**config.mk**
```make
export PLATFORM = sky130hd
export DESIGN_NAME = microwave_timer_flat
export DESIGN_NICKNAME = d
export VERILOG_FILES = /design/src/rtl/microwave_pkg.sv /design/src/rtl/microwave_timer_if.sv /design/src/rtl/microwave_btn_repeat.sv /design/src/rtl/microwave_timer.sv /design/src/flat_wrapper.sv
export SDC_FILE = /design/constraint.sdc
export NUM_CORES = 1
export LEC_CHECK = 0
export BUFFER_PORTS_ARGS = -buffer_cell sky130_fd_sc_hd__buf_2
export CAP_MARGIN = 30
export CORE_ASPECT_RATIO = 1.2
export CORE_MARGIN = 2
export CORE_UTILIZATION = 24
export DETAILED_ROUTE_END_ITERATION = 10
export HOLD_SLACK_MARGIN = 0.05
export PLACE_DENSITY = 0.39
export SETUP_SLACK_MARGIN = 0.02
export SLEW_MARGIN = 20
export SYNTH_ARGS = -nofsm -noshare
export SYNTH_HDL_FRONTEND = slang
export SYNTH_HIERARCHICAL = 1
export SYNTH_SLANG_ARGS = --single-unit
```
**constraint.sdc**
```tcl
create_clock -name clk -period 7.4 [get_ports clk]
set_input_delay 1.11 -clock clk [delete_from_list [all_inputs] [get_ports clk]]
set_output_delay 1.11 -clock clk [all_outputs]
set_load 0.01 [all_outputs]
```
**src/rtl/microwave_pkg.sv**
```systemverilog
// Shared definitions for the microwave subsystem: mode encodings driven by the
// control FSM and the bus widths used by the timer.
package microwave_pkg;

  localparam int unsigned MODE_W = 3;
  localparam int unsigned TIME_W = 14;
  localparam int unsigned MIN_W  = 7;
  localparam int unsigned SEC_W  = 6;

  // Control FSM state as seen by the timer; unlisted codes behave as IDLE.
  typedef enum logic [MODE_W-1:0] {
    MODE_IDLE   = 3'b000,
    MODE_SET    = 3'b001,
    MODE_RUN    = 3'b010,
    MODE_STOP   = 3'b011,
    MODE_FINISH = 3'b100
  } mode_e;

endpackage

```
**src/rtl/microwave_timer_if.sv**
```systemverilog
// Timer bus between the control FSM / buttons (master) and the timer (slave).
//   mode      : FSM state code
//   btnU/btnD : debounced button levels
//   run_time  : remaining/set time in seconds
//   disp_min  : run_time / 60
//   disp_sec  : run_time % 60
//   done      : one-cycle pulse on countdown reaching zero
interface microwave_timer_if;
  import microwave_pkg::*;

  logic [MODE_W-1:0] mode;
  logic              btnU;
  logic              btnD;
  logic [TIME_W-1:0] run_time;
  logic [MIN_W-1:0]  disp_min;
  logic [SEC_W-1:0]  disp_sec;
  logic              done;

  modport master (output mode, btnU, btnD,
                  input  run_time, disp_min, disp_sec, done);
  modport slave  (input  mode, btnU, btnD,
                  output run_time, disp_min, disp_sec, done);
endinterface

```
**src/rtl/microwave_btn_repeat.sv**
```systemverilog
// Button step generator: one step on the rising edge, one more after a half
// second hold, then one every tenth of a second while held.
//   clk, reset : clock, async active-high reset
//   enable     : steps allowed; when low the repeat counter is held at 0
//   level      : debounced button level
//   step       : one-cycle step request, same cycle as the edge/repeat point
module microwave_btn_repeat #(
  parameter int unsigned CLK_HZ = 100_000_000
) (
  input  logic clk,
  input  logic reset,
  input  logic enable,
  input  logic level,
  output logic step
);

  localparam int unsigned HOLD_CYC   = CLK_HZ / 2;
  localparam int unsigned REPEAT_CYC = CLK_HZ / 10;
  localparam int unsigned CNT_W      = $clog2(HOLD_CYC + 1);
  localparam logic [CNT_W-1:0] HOLD_CNT = CNT_W'(HOLD_CYC);
  localparam logic [CNT_W-1:0] RELOAD   = CNT_W'(HOLD_CYC - REPEAT_CYC + 1);

  logic             r_level_q;
  logic [CNT_W-1:0] r_cnt;
  logic             w_rise;
  logic             w_repeat;

  assign w_rise   = level & ~r_level_q;
  assign w_repeat = level & r_level_q & (r_cnt == HOLD_CNT);
  assign step     = enable & (w_rise | w_repeat);

  // r_cnt counts cycles since the edge; zero means "not armed", so a button
  // already held when stepping becomes enabled never auto-repeats.
  always_ff @(posedge clk or posedge reset) begin
    if (reset) begin
      r_level_q <= 1'b0;
      r_cnt     <= '0;
    end else begin
      r_level_q <= level;
      if (!enable || !level)      r_cnt <= '0;
      else if (w_rise)            r_cnt <= CNT_W'(1);
      else if (r_cnt == HOLD_CNT) r_cnt <= RELOAD;
      else if (r_cnt != '0)       r_cnt <= r_cnt + CNT_W'(1);
    end
  end

endmodule

```
**src/rtl/microwave_timer.sv**
```systemverilog
// Cooking-time register: edited with the buttons in SET, counted down once
// per second in RUN, split into minutes/seconds for the display.
//   clk, reset : clock, async active-high reset
//   bus        : timer bus (slave side), see microwave_timer_if
module microwave_timer
  import microwave_pkg::*;
#(
  parameter int unsigned CLK_HZ   = 100_000_000,
  parameter int unsigned STEP_SEC = 10,
  parameter int unsigned MAX_SEC  = 5999
) (
  input  logic              clk,
  input  logic              reset,
  microwave_timer_if.slave  bus
);

  localparam int unsigned PRESC_W = $clog2(CLK_HZ);
  localparam logic [PRESC_W-1:0] PRESC_TC = PRESC_W'(CLK_HZ - 1);

  logic [PRESC_W-1:0] r_presc;
  logic [TIME_W-1:0]  r_run_time;
  logic               r_done;

  logic              w_set;
  logic              w_run;
  logic              w_btn_en;
  logic              w_step_up;
  logic              w_step_dn;
  logic              w_tick;
  logic [TIME_W:0]   w_sum;
  logic [TIME_W-1:0] w_inc;
  logic [TIME_W-1:0] w_dec;
  logic [TIME_W-1:0] w_next;

  assign w_set    = (bus.mode == MODE_SET);
  assign w_run    = (bus.mode == MODE_RUN);
  // Both buttons high cancels each other and parks both repeat counters.
  assign w_btn_en = w_set & ~(bus.btnU & bus.btnD);
  assign w_tick   = w_run & (r_presc == PRESC_TC);

  microwave_btn_repeat #(.CLK_HZ(CLK_HZ)) u_btn_up (
    .clk    (clk),
    .reset  (reset),
    .enable (w_btn_en),
    .level  (bus.btnU),
    .step   (w_step_up)
  );

  microwave_btn_repeat #(.CLK_HZ(CLK_HZ)) u_btn_dn (
    .clk    (clk),
    .reset  (reset),
    .enable (w_btn_en),
    .level  (bus.btnD),
    .step   (w_step_dn)
  );

  // Saturating step add/subtract.
  assign w_sum = {1'b0, r_run_time} + (TIME_W+1)'(STEP_SEC);
  assign w_inc = (w_sum > (TIME_W+1)'(MAX_SEC)) ? TIME_W'(MAX_SEC) : w_sum[TIME_W-1:0];
  assign w_dec = (r_run_time >= TIME_W'(STEP_SEC)) ? r_run_time - TIME_W'(STEP_SEC) : '0;

  // Next run_time per mode.
  always_comb begin
    w_next = r_run_time;
    case (bus.mode)
      MODE_SET: begin
        if (w_step_up && !w_step_dn)      w_next = w_inc;
        else if (w_step_dn && !w_step_up) w_next = w_dec;
      end
      MODE_RUN: begin
        if (w_tick && (r_run_time != '0)) w_next = r_run_time - TIME_W'(1);
      end
      MODE_STOP, MODE_FINISH: ;
      default: w_next = '0;
    endcase
  end

  // Prescaler restarts on every RUN entry, discarding partial seconds.
  always_ff @(posedge clk or posedge reset) begin
    if (reset) begin
      r_presc    <= '0;
      r_run_time <= '0;
      r_done     <= 1'b0;
    end else begin
      if (!w_run || w_tick) r_presc <= '0;
      else                  r_presc <= r_presc + PRESC_W'(1);
      r_run_time <= w_next;
      r_done     <= w_tick && (r_run_time == TIME_W'(1));
    end
  end

  assign bus.run_time = r_run_time;
  assign bus.done     = r_done;
  assign bus.disp_min = MIN_W'(r_run_time / TIME_W'(60));
  assign bus.disp_sec = SEC_W'(r_run_time % TIME_W'(60));

endmodule

```
**src/flat_wrapper.sv**
```systemverilog
// flat-port wrapper written by rule: the top's interface ports become plain ports
module microwave_timer_flat import microwave_pkg::*;
#(
  parameter int unsigned CLK_HZ   = 100_000_000,
  parameter int unsigned STEP_SEC = 10,
  parameter int unsigned MAX_SEC  = 5999
)
  (clk, reset, bus_mode, bus_btnU, bus_btnD, bus_run_time, bus_disp_min, bus_disp_sec, bus_done);
  microwave_timer_if bus_i ();
  input  logic clk;
  input  logic reset;
  input wire logic [$bits(bus_i.mode)-1:0] bus_mode;
  input wire logic [$bits(bus_i.btnU)-1:0] bus_btnU;
  input wire logic [$bits(bus_i.btnD)-1:0] bus_btnD;
  output wire logic [$bits(bus_i.run_time)-1:0] bus_run_time;
  output wire logic [$bits(bus_i.disp_min)-1:0] bus_disp_min;
  output wire logic [$bits(bus_i.disp_sec)-1:0] bus_disp_sec;
  output wire logic [$bits(bus_i.done)-1:0] bus_done;
  assign bus_i.mode = bus_mode;
  assign bus_i.btnU = bus_btnU;
  assign bus_i.btnD = bus_btnD;
  assign bus_run_time = bus_i.run_time;
  assign bus_disp_min = bus_i.disp_min;
  assign bus_disp_sec = bus_i.disp_sec;
  assign bus_done = bus_i.done;
  microwave_timer #(.CLK_HZ(CLK_HZ), .STEP_SEC(STEP_SEC), .MAX_SEC(MAX_SEC)) u_core (.clk(clk), .reset(reset), .bus(bus_i));
endmodule
```
==> results of run 1 <==
## path summary, 6_finish.rpt
check / startpoint / to / slack (ns) / cells past startpoint
min in group asynchronous: reset / u_core/bus.run_time[11] / 0.76 / 2
max in group asynchronous: reset / u_core/u_btn_up/r_cnt[22] / 6.13 / 2
min reg2reg: u_core/r_presc[0] / u_core/r_presc[0] / 0.49 / 1
min: u_core/r_presc[0] / u_core/r_presc[0] / 0.49 / 1
max: u_core/bus.run_time[2] / bus_disp_sec[5] / -0.29 / 28
max reg2reg: u_core/bus.run_time[2] / u_core/bus.run_time[5] / 1.63 / 26
## area by class of cell
class                           count  area share [%]
Clock buffer                        9            1.97
Timing Repair Buffer              206            13.4
Inverter                           37            1.28
Tap cell                          468            5.12
Clock inverter                      5           0.929
Sequential cell                    96            21.0
Multi-Input combinational cell    892            56.3
## through the flow
step                total power [µW]  hold slack (ns)  worst slack, ns  utilization (%)  instances
floorplan                       2260            0.455           0.0390                -       1073
global placement                3470            0.482           -0.265             29.2       1673
detailed placement              3440            0.484           -0.289             29.3       1675
CTS                             4320            0.498           -0.308             31.7       1708
global route                    4680            0.540           -0.625             32.0       1713
finish                          4370            0.494           -0.288             32.0       1713
## kinds of logic after synthesis
kind of cell / Yosys count
compound gates: 305
flops: 96
fa+ha+maj: 16
buf+inv: 85
xor+xnor: 84
simple gates: 476
mux: 11
## report_power, final
| group | leakage (µW) | switching, µW | internal, µW |
|---|---|---|---|
| logic | 0.00300 | 1750 | 1500 |
| clock network | 0.000158 | 216 | 328 |
| registers | 0.00132 | 29.6 | 550 |
| total | 0.00448 | 1990 | 2380 |
## critical path: cells and delay by family (launching register included)
kind | cells | cell delay, ns
adders and majority gates | 1 | 0.13
buffers and inverters | 7 | 1.04
AOI/OAI and AO/OA | 8 | 2.08
DFF | 1 | 0.42
and+or+nand+nor | 10 | 2.15
muxes | 1 | 0.19
xor gates and xnor gates | 1 | 0.23
## layout by cell type, fill, tap and decap left out, types with 6 or more instances in the layout
cell type  count
xnor2_1       31
buf_6         10
a22o_1        11
nor3_1        27
clkbuf_16      9
a21oi_1       76
buf_2         34
o21ai_0       62
dfrtp_1       94
a211oi_1       6
nor4_1        15
xor2_1        42
o22ai_1        7
a31oi_1       11
and4_1         6
o211ai_1       7
buf_4        159
nor2_1       101
ha_1          14
nand4_1       22
o31ai_1       14
or3_1         26
a21o_1         7
nand2b_1       7
inv_1         31
nand3_1       58
and2_1        13
o21ai_1        6
nand2_1       98
or4_1         14
and3_1        14
a21oi_2        8
## registers in the layout, indices dropped and copies added, names as in the netlist
register / count
u_core/u_btn_dn/r_level_q: 1
u_core/bus.done: 1
u_core/u_btn_dn/r_cnt: 26
u_core/u_btn_up/r_cnt: 26
u_core/bus.run_time: 14
u_core/r_presc: 27
u_core/u_btn_up/r_level_q: 1
## per-layer routing
metal  global-route usage (%)  up-vias  wire, µm
met4                     4.47        0       549
met1                     20.4     4292     13300
met5                        0        -         0
li1                         -     4334         -
met3                     1.56       28       656
met2                     27.8      150     14600
## timing repair
action	4_1_cts	5_1_grt
setup buffers	19	6
gates resized for setup	67	20
pin swaps	42	12
setup endpoints to repair	5	5
==> out/qor.csv, run 1 <==
stage,metric,value,unit
yosys,Post-Syn Nets,1096,
grt,GRT Overall Usage,15.8,%
layout,design area,11400,µm²
sta,RSZ-0062 raised after global routing,true,
worst_setup_path,Worst EP arrival,6.58,ns
layout,fraction of layout cells with a size suffix above 1,28.9,%
yosys,Main synth FF type,dfrtp_1,
detailed_routing,DR vias,8804,
worst_setup_path,"slowest stage delay, CP",0.49,ns
cts,Worst-path clk slew,0.07,ns
worst_setup_path,cell with the most instances on the worst path,buf_4,
detailed_routing,Routed WL,29.0,mm
yosys,Synth Area in Adders,2.31,%
yosys,post-synthesis compound-gate area fraction,24.4,%
yosys,post-synthesis mux area share,1.33,%
die,io pins,35,
yosys,top-count cell post-synth,nor2_1,
run_status,status,"complete, but fails checks",
die,Initial Utilization,24.2,%
power,worst vdd ir,0.396,mV
worst_setup_path,worst-path fanout max,7,
layout,multi-input logic area,6440,µm²
sta,Slew Limit Headroom,37.5,%
grt,largest net degree at the start of global routing,34,
sta,Fmax,130,MHz
yosys,number of synthesized flops with an enable pin,0,
cts,CTS tree,yes,
cts,CTS hold repair buffers,0,
yosys,leading area contributor after synthesis,dfrtp_1,
worst_setup_path,"Slowest-stage cell, CP",or4b_4,
grt,first-pass GRT wire length,47.7,mm
yosys,area of the mapped netlist,8660,µm²
run_status,failing checks,setup timing,
die,core area,35800,µm²
sta,Final Setup Violations,5,
grt,GRT overflow,0,
cts,clock buffer count from CTS,9,
placed_design,placed cell areas,10500,µm²
yosys,#FFs+latches synth,96,
job,max-cap violation count,0,
detailed_routing,Via density,5.14,
yosys,commonest cells in the netlist,"105 x nor2_1, 100 x nand2_1, 96 x dfrtp_1, 82 x a21oi_1, 64 x o21ai_0",
layout,sequential cell area,2400,µm²
cts,H-tree depth,3,
yosys,main area contributors after synthesis,"dfrtp_1 28%, a21oi_1 4.7%, nor2_1 4.6%, xor2_1 4.6%, nand2_1 4.3%",
detailed_routing,Avg WL per Cell,17.0,µm
sta,post-route setup slack,-0.288,ns
sta,Setup Skew,0.00941,ns
power,power per cell area,382,nW/µm²
detailed_routing,initial DRC count,536,
cts,root buf cell,clkbuf_16,
worst_setup_path,CP endpoint kind,output pin,
yosys,xor/xnor share of the synthesized area,8.97,%
grt,initial antenna violation count,0,
cts,Clock Tree Buf Depth,2,
yosys,Synth Instances,1073,
detailed_routing,Routed Antenna Nets,0,
layout,Fillers,3827,
sta,Final Hold Viols,0,
sta,fin. max-slew vios,0,
yosys,average size of a mapped cell,8.07,µm²
sta,TNS Setup,-1.34,ns
yosys,largest family of logic cells by synthesized area,simple AND/OR/NAND/NOR gates,
detailed_routing,drt first pass iters,5,
detailed_routing,Residual DRC,0,
die,die width,177,µm
placed_design,I/O Buffers,34,
sta,Tmin final,7.69,ns
sta,final critical-path share of the clock period,104,%
die,die area,37600,µm²
layout,P&R area growth vs syn,32.1,%
layout,# nets final,1265,
power,Pleak,0.00448,µW
die,row cnt,76,
worst_setup_path,Worst EP required,6.29,ns
worst_setup_path,element type at the critical path start,flip-flop,
yosys,"Seq/Total Area, Yosys",27.7,%
yosys,Synth Area in Simple Gates,30.9,%
placed_design,DP Wirelength,21.5,mm
cts,worst skew pair latency,0.35,ns
cts,clk sink count,96,
grt,vias in the first global route,8804,
layout,diodes inserted,0,
yosys,Yosys cell types,100,
sta,worst slew pin tran,0.935,ns
placed_design,GP Congestion,0.833,
yosys,Synth top area share,27.7,%
yosys,Ys Warns,6,
worst_setup_path,Setup CP Type,reg -> out,
worst_hold_path,Hold/Removal Path Class,reg -> reg,
die,Die Y-Extent,212,µm
yosys,Post-synth ARST share,100,%
(Power assumes the default switching activity.)
==> inputs of run 2 (changes only) <==
--- a/config.mk
+++ b/config.mk
@@ -5,14 +5,16 @@
 export SDC_FILE = /design/constraint.sdc
 export NUM_CORES = 1
 export LEC_CHECK = 0
+export ABC_AREA = 1
 export BUFFER_PORTS_ARGS = -buffer_cell sky130_fd_sc_hd__buf_2
 export CAP_MARGIN = 30
-export CORE_ASPECT_RATIO = 1.2
+export CELL_PAD_IN_SITES_DETAIL_PLACEMENT = 0
+export CELL_PAD_IN_SITES_GLOBAL_PLACEMENT = 1
 export CORE_MARGIN = 2
 export CORE_UTILIZATION = 24
 export DETAILED_ROUTE_END_ITERATION = 10
 export HOLD_SLACK_MARGIN = 0.05
-export PLACE_DENSITY = 0.39
+export PLACE_DENSITY = 0.5
 export SETUP_SLACK_MARGIN = 0.02
 export SLEW_MARGIN = 20
 export SYNTH_ARGS = -nofsm -noshare
==> run 2 against run 1 <==
  * The run now ends clean
  * Flip-flop and latch count is the same
  * Non-clock buffer count shrank 84
  * Worst hold slack lost 0.014 ns
  * Synthesized area grew 8.9%
  * Maximum frequency grew 5.3%
  * Critical endpoint is now bus_disp_sec[3]
  * Largest cell class unchanged
  * Largest power group unchanged
  * Highest routed layer unchanged
==> out/qor.csv, run 2 <==
stage,metric,value,unit
run_status,status,finished clean,
grt,first-pass GRT wire length,51.5,mm
yosys,Post-synth ARST share,100,%
yosys,Synth top area share,25.5,%
power,Logic pwr share,72.8,%
cts,clock buffer count from CTS,9,
yosys,commonest cells in the netlist,"369 x nand2_1, 210 x nor2_1, 173 x inv_1, 105 x nand3_1, 96 x dfrtp_1",
die,Initial Utilization,24.4,%
worst_setup_path,Setup CP Type,reg -> out,
detailed_routing,Via density,4.59,
power,Int Pwr,1880,µW
detailed_routing,Avg WL per Cell,15.1,µm
yosys,#FFs+latches synth,96,
yosys,Main synth FF type,dfrtp_1,
cts,worst skew pair latency,0.36,ns
grt,GRT overflow,0,
yosys,main area contributors after synthesis,"dfrtp_1 25%, nand2_1 15%, nor2_1 8.4%, inv_1 6.9%, nand3_1 5.6%",
placed_design,GP Congestion,0.818,
worst_setup_path,"Slowest-stage cell, CP",dfrtp_1,
placed_design,I/O Buffers,34,
detailed_routing,Residual DRC,0,
cts,Worst-path clk slew,0.08,ns
cts,CTS tree,yes,
sta,worst slew pin tran,0.701,ns
die,core area,38700,µm²
layout,P&R area growth vs syn,23.9,%
yosys,Synth Instances,1455,
worst_setup_path,element type at the critical path start,flip-flop,
yosys,number of synthesized flops with an enable pin,0,
layout,register name with the most flops,u_core/r_presc,
layout,final non-filler cell total,2096,
grt,initial antenna violation count,0,
die,die area,40900,µm²
cts,Clock Tree Buf Depth,2,
grt,largest net degree at the start of global routing,32,
detailed_routing,drt first pass iters,5,
yosys,Yosys cell types,58,
layout,max reg flops,27,
sta,Final Hold Viols,0,
detailed_routing,DR vias,9619,
layout,diodes inserted,0,
worst_setup_path,Worst EP required,6.29,ns
layout,most frequent cells in the layout,"333 x nand2_1, 205 x nor2_1, 168 x inv_1, 95 x dfrtp_1, 91 x nand3_1",
sta,hold slack,0.480,ns
layout,fraction of layout cells with a size suffix above 1,23.9,%
yosys,"Seq/Total Area, Yosys",25.5,%
sta,Slew Limit Headroom,53.1,%
power,Sw Pwr,1990,µW
worst_setup_path,worst-path fanout max,8,
power,Pleak,0.00514,µW
worst_setup_path,cell with the most instances on the worst path,nand2_4,
layout,design area,11700,µm²
yosys,top-count cell post-synth,nand2_1,
yosys,leading area contributor after synthesis,dfrtp_1,
sta,Setup Skew,0.0165,ns
power,power per cell area,331,nW/µm²
sta,Final Setup Violations,0,
detailed_routing,initial DRC count,607,
sta,Tmin final,7.30,ns
layout,"commonest non-fill, non-tap cell in the layout",nand2_1,
die,Die Y-Extent,202,µm
power,Net Sw Frac,51.4,%
sta,Fmax,137,MHz
cts,H-tree depth,3,
die,io pins,35,
detailed_routing,Routed Antenna Nets,0,
grt,vias in the first global route,9418,
placed_design,placed cell areas,10400,µm²
worst_setup_path,Worst EP arrival,6.19,ns
sta,RSZ-0062 raised after global routing,true,
die,die width,202,µm
placed_design,DP Wirelength,24.2,mm
worst_setup_path,"slowest stage delay, CP",0.41,ns
yosys,area of the mapped netlist,9430,µm²
yosys,average size of a mapped cell,6.48,µm²
cts,CTS hold repair buffers,0,
power,Clock Power Share,12.9,%
job,max-cap violation count,0,
power,Sequential Power Share,14.3,%
power,worst vdd ir,0.820,mV
yosys,Ys Warns,6,
cts,root buf cell,clkbuf_16,
cts,clk sink count,96,
placed_design,dpl cells,2022,
worst_setup_path,CP endpoint kind,output pin,
die,row cnt,72,
detailed_routing,Routed WL,31.5,mm
worst_hold_path,Hold/Removal Path Class,reg -> reg,
layout,# nets final,1597,
yosys,Post-Syn Nets,1478,
sta,fin. max-slew vios,0,
grt,GRT Overall Usage,15.6,%
sta,final critical-path share of the clock period,98.7,%
layout,Largest regs,"u_core/r_presc x27, u_core/u_btn_dn/r_cnt x26, u_core/u_btn_up/r_cnt x26",
-- run 2: power groups by stage --
stage | logic, µW | clock network, µW | registers (µW)
6_report | 2820 | 501 | 552
5_1_grt | 3080 | 541 | 554
4_1_cts | 2440 | 524 | 551
3_5_place_dp | 2290 | 0 | 561
3_3_place_gp | 2330 | 0 | 561
2_1_floorplan | 1730 | 0 | 568
-- run 2: metal layers --
| metal | share of wire (%) | GRT usage, % |
|---|---|---|
| met1 | 50 | 22.3 |
| met2 | 47 | 25.5 |
| met3 | 2.7 | 1.85 |
| met4 | 0.77 | 2.22 |
| met5 | 0 | 0 |
-- run 2: final timing paths --
| check | slack, ns | startpoint | cells past startpoint | endpoint |
|---|---|---|---|---|
| worst max-delay path | 0.1 | u_core/bus.run_time[1] | 45 | bus_disp_sec[3] |
| min in group asynchronous | 0.77 | reset | 2 | u_core/bus.run_time[8] |
| worst min-delay path | 0.48 | u_core/r_presc[0] | 1 | u_core/r_presc[0] |
| worst min register to register | 0.48 | u_core/r_presc[0] | 1 | u_core/r_presc[0] |
| worst max register to register | 3.09 | u_core/r_presc[0] | 16 | u_core/bus.run_time[9] |
| max in group asynchronous | 6.15 | reset | 3 | u_core/r_presc[7] |
-- run 2: what timing repair did --
item / CTS / global route
pin swaps: 26 / 61
gates cloned: 2 / 1
setup endpoints to repair: 6 / 6
buffers inserted: 18 / 38
gates resized for setup: 43 / 85
-- run 2: per-stage QoR --
step / utilization, % / total power (µW) / setup slack, ns / setup TNS (ns)
after floorplan: - / 2300 / 0.622 / 0
after global placement: 26.8 / 2890 / -0.0249 / -0.0871
after detailed placement: 26.8 / 2850 / -0.115 / -0.468
after CTS: 28.4 / 3520 / 0.0243 / 0
after global routing: 30.2 / 4180 / -0.363 / -1.70
final: 30.2 / 3870 / 0.0953 / 0
-- run 2: area by class of cell --
class,instances,area [µm²]
Clock buffer,9,225
Sequential cell,96,2400
Clock inverter,6,68.8
Fill cell,4363,27000
Inverter,192,731
Multi-Input combinational cell,1153,6720
Tap cell,518,648
Timing Repair Buffer,122,892
-- run 2: cells by family (layout without fill, tap and decap cells) --
kind of cell | count (synthesis) | in the layout | synth area share [%]
AND/OR/NAND/NOR | 936 | 939 | 49.7
buffers and inverters | 209 | 329 | 8.89
XOR/XNOR | 45 | 45 | 4.18
flip-flops | 96 | 96 | 25.5
adder cells (fa/ha/maj) | 16 | 16 | 2.12
AO/OA/AOI/OAI | 153 | 153 | 9.66
-- run 2: critical path, delay by kind of cell, from the launching register on --
family	cells	cell delay, ns
flip-flops	1	0.41
AND/OR/NAND/NOR	39	4.56
adder cells (fa/ha/maj)	1	0.19
buffers and inverters	4	0.50
AO/OA/AOI/OAI	1	0.16
==> inputs of run 3 (changes only) <==
--- a/config.mk
+++ b/config.mk
@@ -19,5 +19,4 @@
 export SLEW_MARGIN = 20
 export SYNTH_ARGS = -nofsm -noshare
 export SYNTH_HDL_FRONTEND = slang
-export SYNTH_HIERARCHICAL = 1
 export SYNTH_SLANG_ARGS = --single-unit
==> run 3 against run 2 <==
  * The run now ends with setup timing left
  * Register-to-register slack improved by 0.03 ns
  * First-iteration DRC count fell by 36%
  * Clock power fell by 1%
  * Synthesized cell count fell by 11%
  * Synthesized area fell by 7.3%
  * Die area fell by 7.2%
  * Wire length fell by 11%
  * Sequential power barely moved
  * Via count fell by 8.9%
  * Flip-flop and latch count did not move
  * Critical endpoint is now bus_disp_min[0]
  * Largest cell class unchanged
  * Highest routed layer unchanged
==> out/qor.csv, run 3 <==
stage,metric,value,unit
yosys,Post-synth ARST share,100,%
grt,GRT overflow,0,
die,io pins,35,
die,core area,35700,µm²
sta,hold slack,0.462,ns
grt,vias in the first global route,8472,
layout,Fillers,3980,
yosys,leading area contributor after synthesis,dfrtp_1,
detailed_routing,initial DRC count,387,
sta,post-route setup slack,-0.00949,ns
worst_setup_path,R2R Path Start,u_core.u_btn_dn.r_cnt[8],
yosys,commonest cells in the netlist,"242 x nand2_1, 176 x inv_1, 164 x nor2_1, 96 x dfrtp_1, 91 x nand3_1",
placed_design,Setup WS pre-CTS,0.000149,ns
grt,first-pass GRT wire length,45.6,mm
sta,Final Hold Viols,0,
layout,fraction of layout cells with a size suffix above 1,26.2,%
run_status,failing checks,setup timing,
yosys,"Seq/Total Area, Yosys",27.5,%
cts,clk sink count,96,
worst_setup_path,element type at the critical path start,flip-flop,
sta,final critical-path share of the clock period,100,%
sta,fin. max-slew vios,0,
layout,max reg flops,27,
yosys,main area contributors after synthesis,"dfrtp_1 27%, nand2_1 10%, inv_1 7.6%, nor2_1 7.0%, nand3_1 5.2%",
die,die width,195,µm
worst_setup_path,Reg-to-Reg End,u_core.bus.run_time[0],
cts,root buf cell,clkbuf_16,
worst_setup_path,r2r setup slk,3.12,ns
yosys,Main synth FF type,dfrtp_1,
worst_hold_path,WHS Endpoint,u_core.r_presc[0],
yosys,Yosys cell types,57,
detailed_routing,Routed WL,28.1,mm
cts,Worst-path clk slew,0.07,ns
yosys,Post-Syn Nets,1318,
detailed_routing,Via density,4.64,
cts,worst skew pair latency,0.36,ns
detailed_routing,drt first pass iters,5,
yosys,Synth top area share,27.5,%
worst_setup_path,worst-path fanout max,8,
sta,RSZ-0062 raised after global routing,true,
layout,Largest regs,"u_core.r_presc x27, u_core.u_btn_dn.r_cnt x26, u_core.u_btn_up.r_cnt x26",
yosys,number of synthesized flops with an enable pin,0,
sta,Tmin final,7.41,ns
cts,CTS hold repair buffers,0,
layout,design area,11100,µm²
sta,TNS Setup,-0.00949,ns
job,max-cap violation count,0,
detailed_routing,Residual DRC,0,
cts,H-tree depth,3,
power,Pleak,0.00479,µW
power,power per cell area,398,nW/µm²
sta,worst slew pin tran,0.895,ns
grt,GRT Overall Usage,15.0,%
worst_setup_path,"slowest stage delay, CP",0.39,ns
layout,register name with the most flops,u_core.r_presc,
detailed_routing,Avg WL per Cell,14.9,µm
placed_design,placed cell areas,9610,µm²
worst_setup_path,Worst EP required,6.29,ns
cts,clock buffer count from CTS,9,
yosys,Synth Instances,1296,
die,Die Y-Extent,195,µm
worst_setup_path,worst r2r path cells,15,
yosys,#FFs+latches synth,96,
placed_design,I/O Buffers,34,
placed_design,GP Congestion,0.775,
layout,"commonest non-fill, non-tap cell in the layout",nand2_1,
yosys,area of the mapped netlist,8740,µm²
worst_hold_path,min-delay src,u_core.r_presc[0],
layout,Finished Core Util,31.1,%
grt,initial antenna violation count,0,
placed_design,DP Wirelength,21.2,mm
grt,largest net degree at the start of global routing,55,
yosys,average size of a mapped cell,6.75,µm²
layout,most frequent cells in the layout,"216 x nand2_1, 172 x inv_1, 150 x nor2_1, 98 x buf_4, 95 x dfrtp_1",
worst_hold_path,cell depth of the worst min-delay path,1,
sta,Slew Limit Headroom,39.7,%
cts,CTS tree,yes,
worst_setup_path,"Slowest-stage cell, CP",dfrtp_1,
layout,P&R area growth vs syn,27.1,%
die,die area,38000,µm²
worst_setup_path,Worst EP arrival,6.30,ns
sta,Setup Skew,0.00625,ns
worst_hold_path,Hold/Removal Path Class,reg -> reg,
power,worst vdd ir,0.309,mV
die,row cnt,69,
yosys,Ys Warns,0,
worst_setup_path,CP endpoint kind,output pin,
layout,diodes inserted,0,
worst_setup_path,Setup CP Type,reg -> out,
detailed_routing,DR vias,8765,
die,Initial Utilization,24.5,%
sta,Final Setup Violations,1,
cts,Clock Tree Buf Depth,2,
run_status,status,"complete, but fails checks",
layout,# nets final,1447,
yosys,top-count cell post-synth,nand2_1,
detailed_routing,Routed Antenna Nets,0,
sta,Fmax,135,MHz
==> run 3: stage by stage <==
stage	instances	total power, µW
2_1_floorplan	1296	2430
3_3_place_gp	1803	3080
3_5_place_dp	1804	3050
4_1_cts	1867	4060
5_1_grt	1891	4770
6_report	1891	4420
==> run 3: area by class of cell <==
class	count	area (µm²)	area share, %
clock inverter	5	56.3	0.506
clock buffer	11	243	2.18
timing repair buffer	137	1000	9.03
inverter	194	746	6.71
sequential	96	2400	21.6
multi-input combinational	987	6090	54.8
tap	461	577	5.19
==> run 3: cells by family after synthesis <==
group / share of synthesized area, %
compound gates: 11.5
xor+xnor: 3.51
fa+ha+maj: 2.15
buf+inv: 10.3
flops: 27.5
mux: 0.114
simple gates: 44.9
==> run 3: routing by layer <==
metal / global-route usage [%] / up-vias / routed length (µm)
met5: 0 / - / 0
met4: 2.49 / 0 / 249
met3: 2.06 / 19 / 764
met2: 25.4 / 121 / 13500
met1: 20.5 / 4084 / 13700
li1: - / 4541 / -
==> run 3: how the worst max path moves through the flow <==
| stage | startpoint | endpoint | slack (ns) | cells past startpoint |
|---|---|---|---|---|
| 2_1_floorplan | u_core.bus.run_time[2] | bus_disp_sec[2] | 0.44 | 52 |
| 3_3_place_gp | u_core.bus.run_time[1] | bus_disp_sec[2] | 0.05 | 49 |
| 3_5_place_dp | u_core.bus.run_time[1] | bus_disp_sec[2] | 0.0001 | 49 |
| 4_1_cts | u_core.bus.run_time[2] | bus_disp_sec[2] | 0.004 | 51 |
| 5_1_grt | u_core.bus.run_time[1] | bus_disp_sec[5] | -0.52 | 51 |
| 6_report | u_core.bus.run_time[1] | bus_disp_min[0] | -0.009 | 50 |
==> run 3: power breakdown <==
part | switching [µW] | internal, µW | total (µW)
Combinational | 2050 | 1330 | 3380
Sequential | 12.8 | 537 | 550
Clock | 222 | 271 | 494
==> run 3: worst max-delay path, delay by kind of cell (launching register included) <==
family	cells	cell delay [ns]
AOI/OAI and AO/OA	2	0.23
and+or+nand+nor	39	4.38
adders and majority gates	1	0.15
DFF	1	0.39
buffers and inverters	8	0.76
==> run 3: what timing repair did <==
action,in CTS,in global routing
resized for setup,83,69
gates cloned,4,0
pin swaps,47,70
buffers inserted,43,23
setup endpoints to repair,5,6
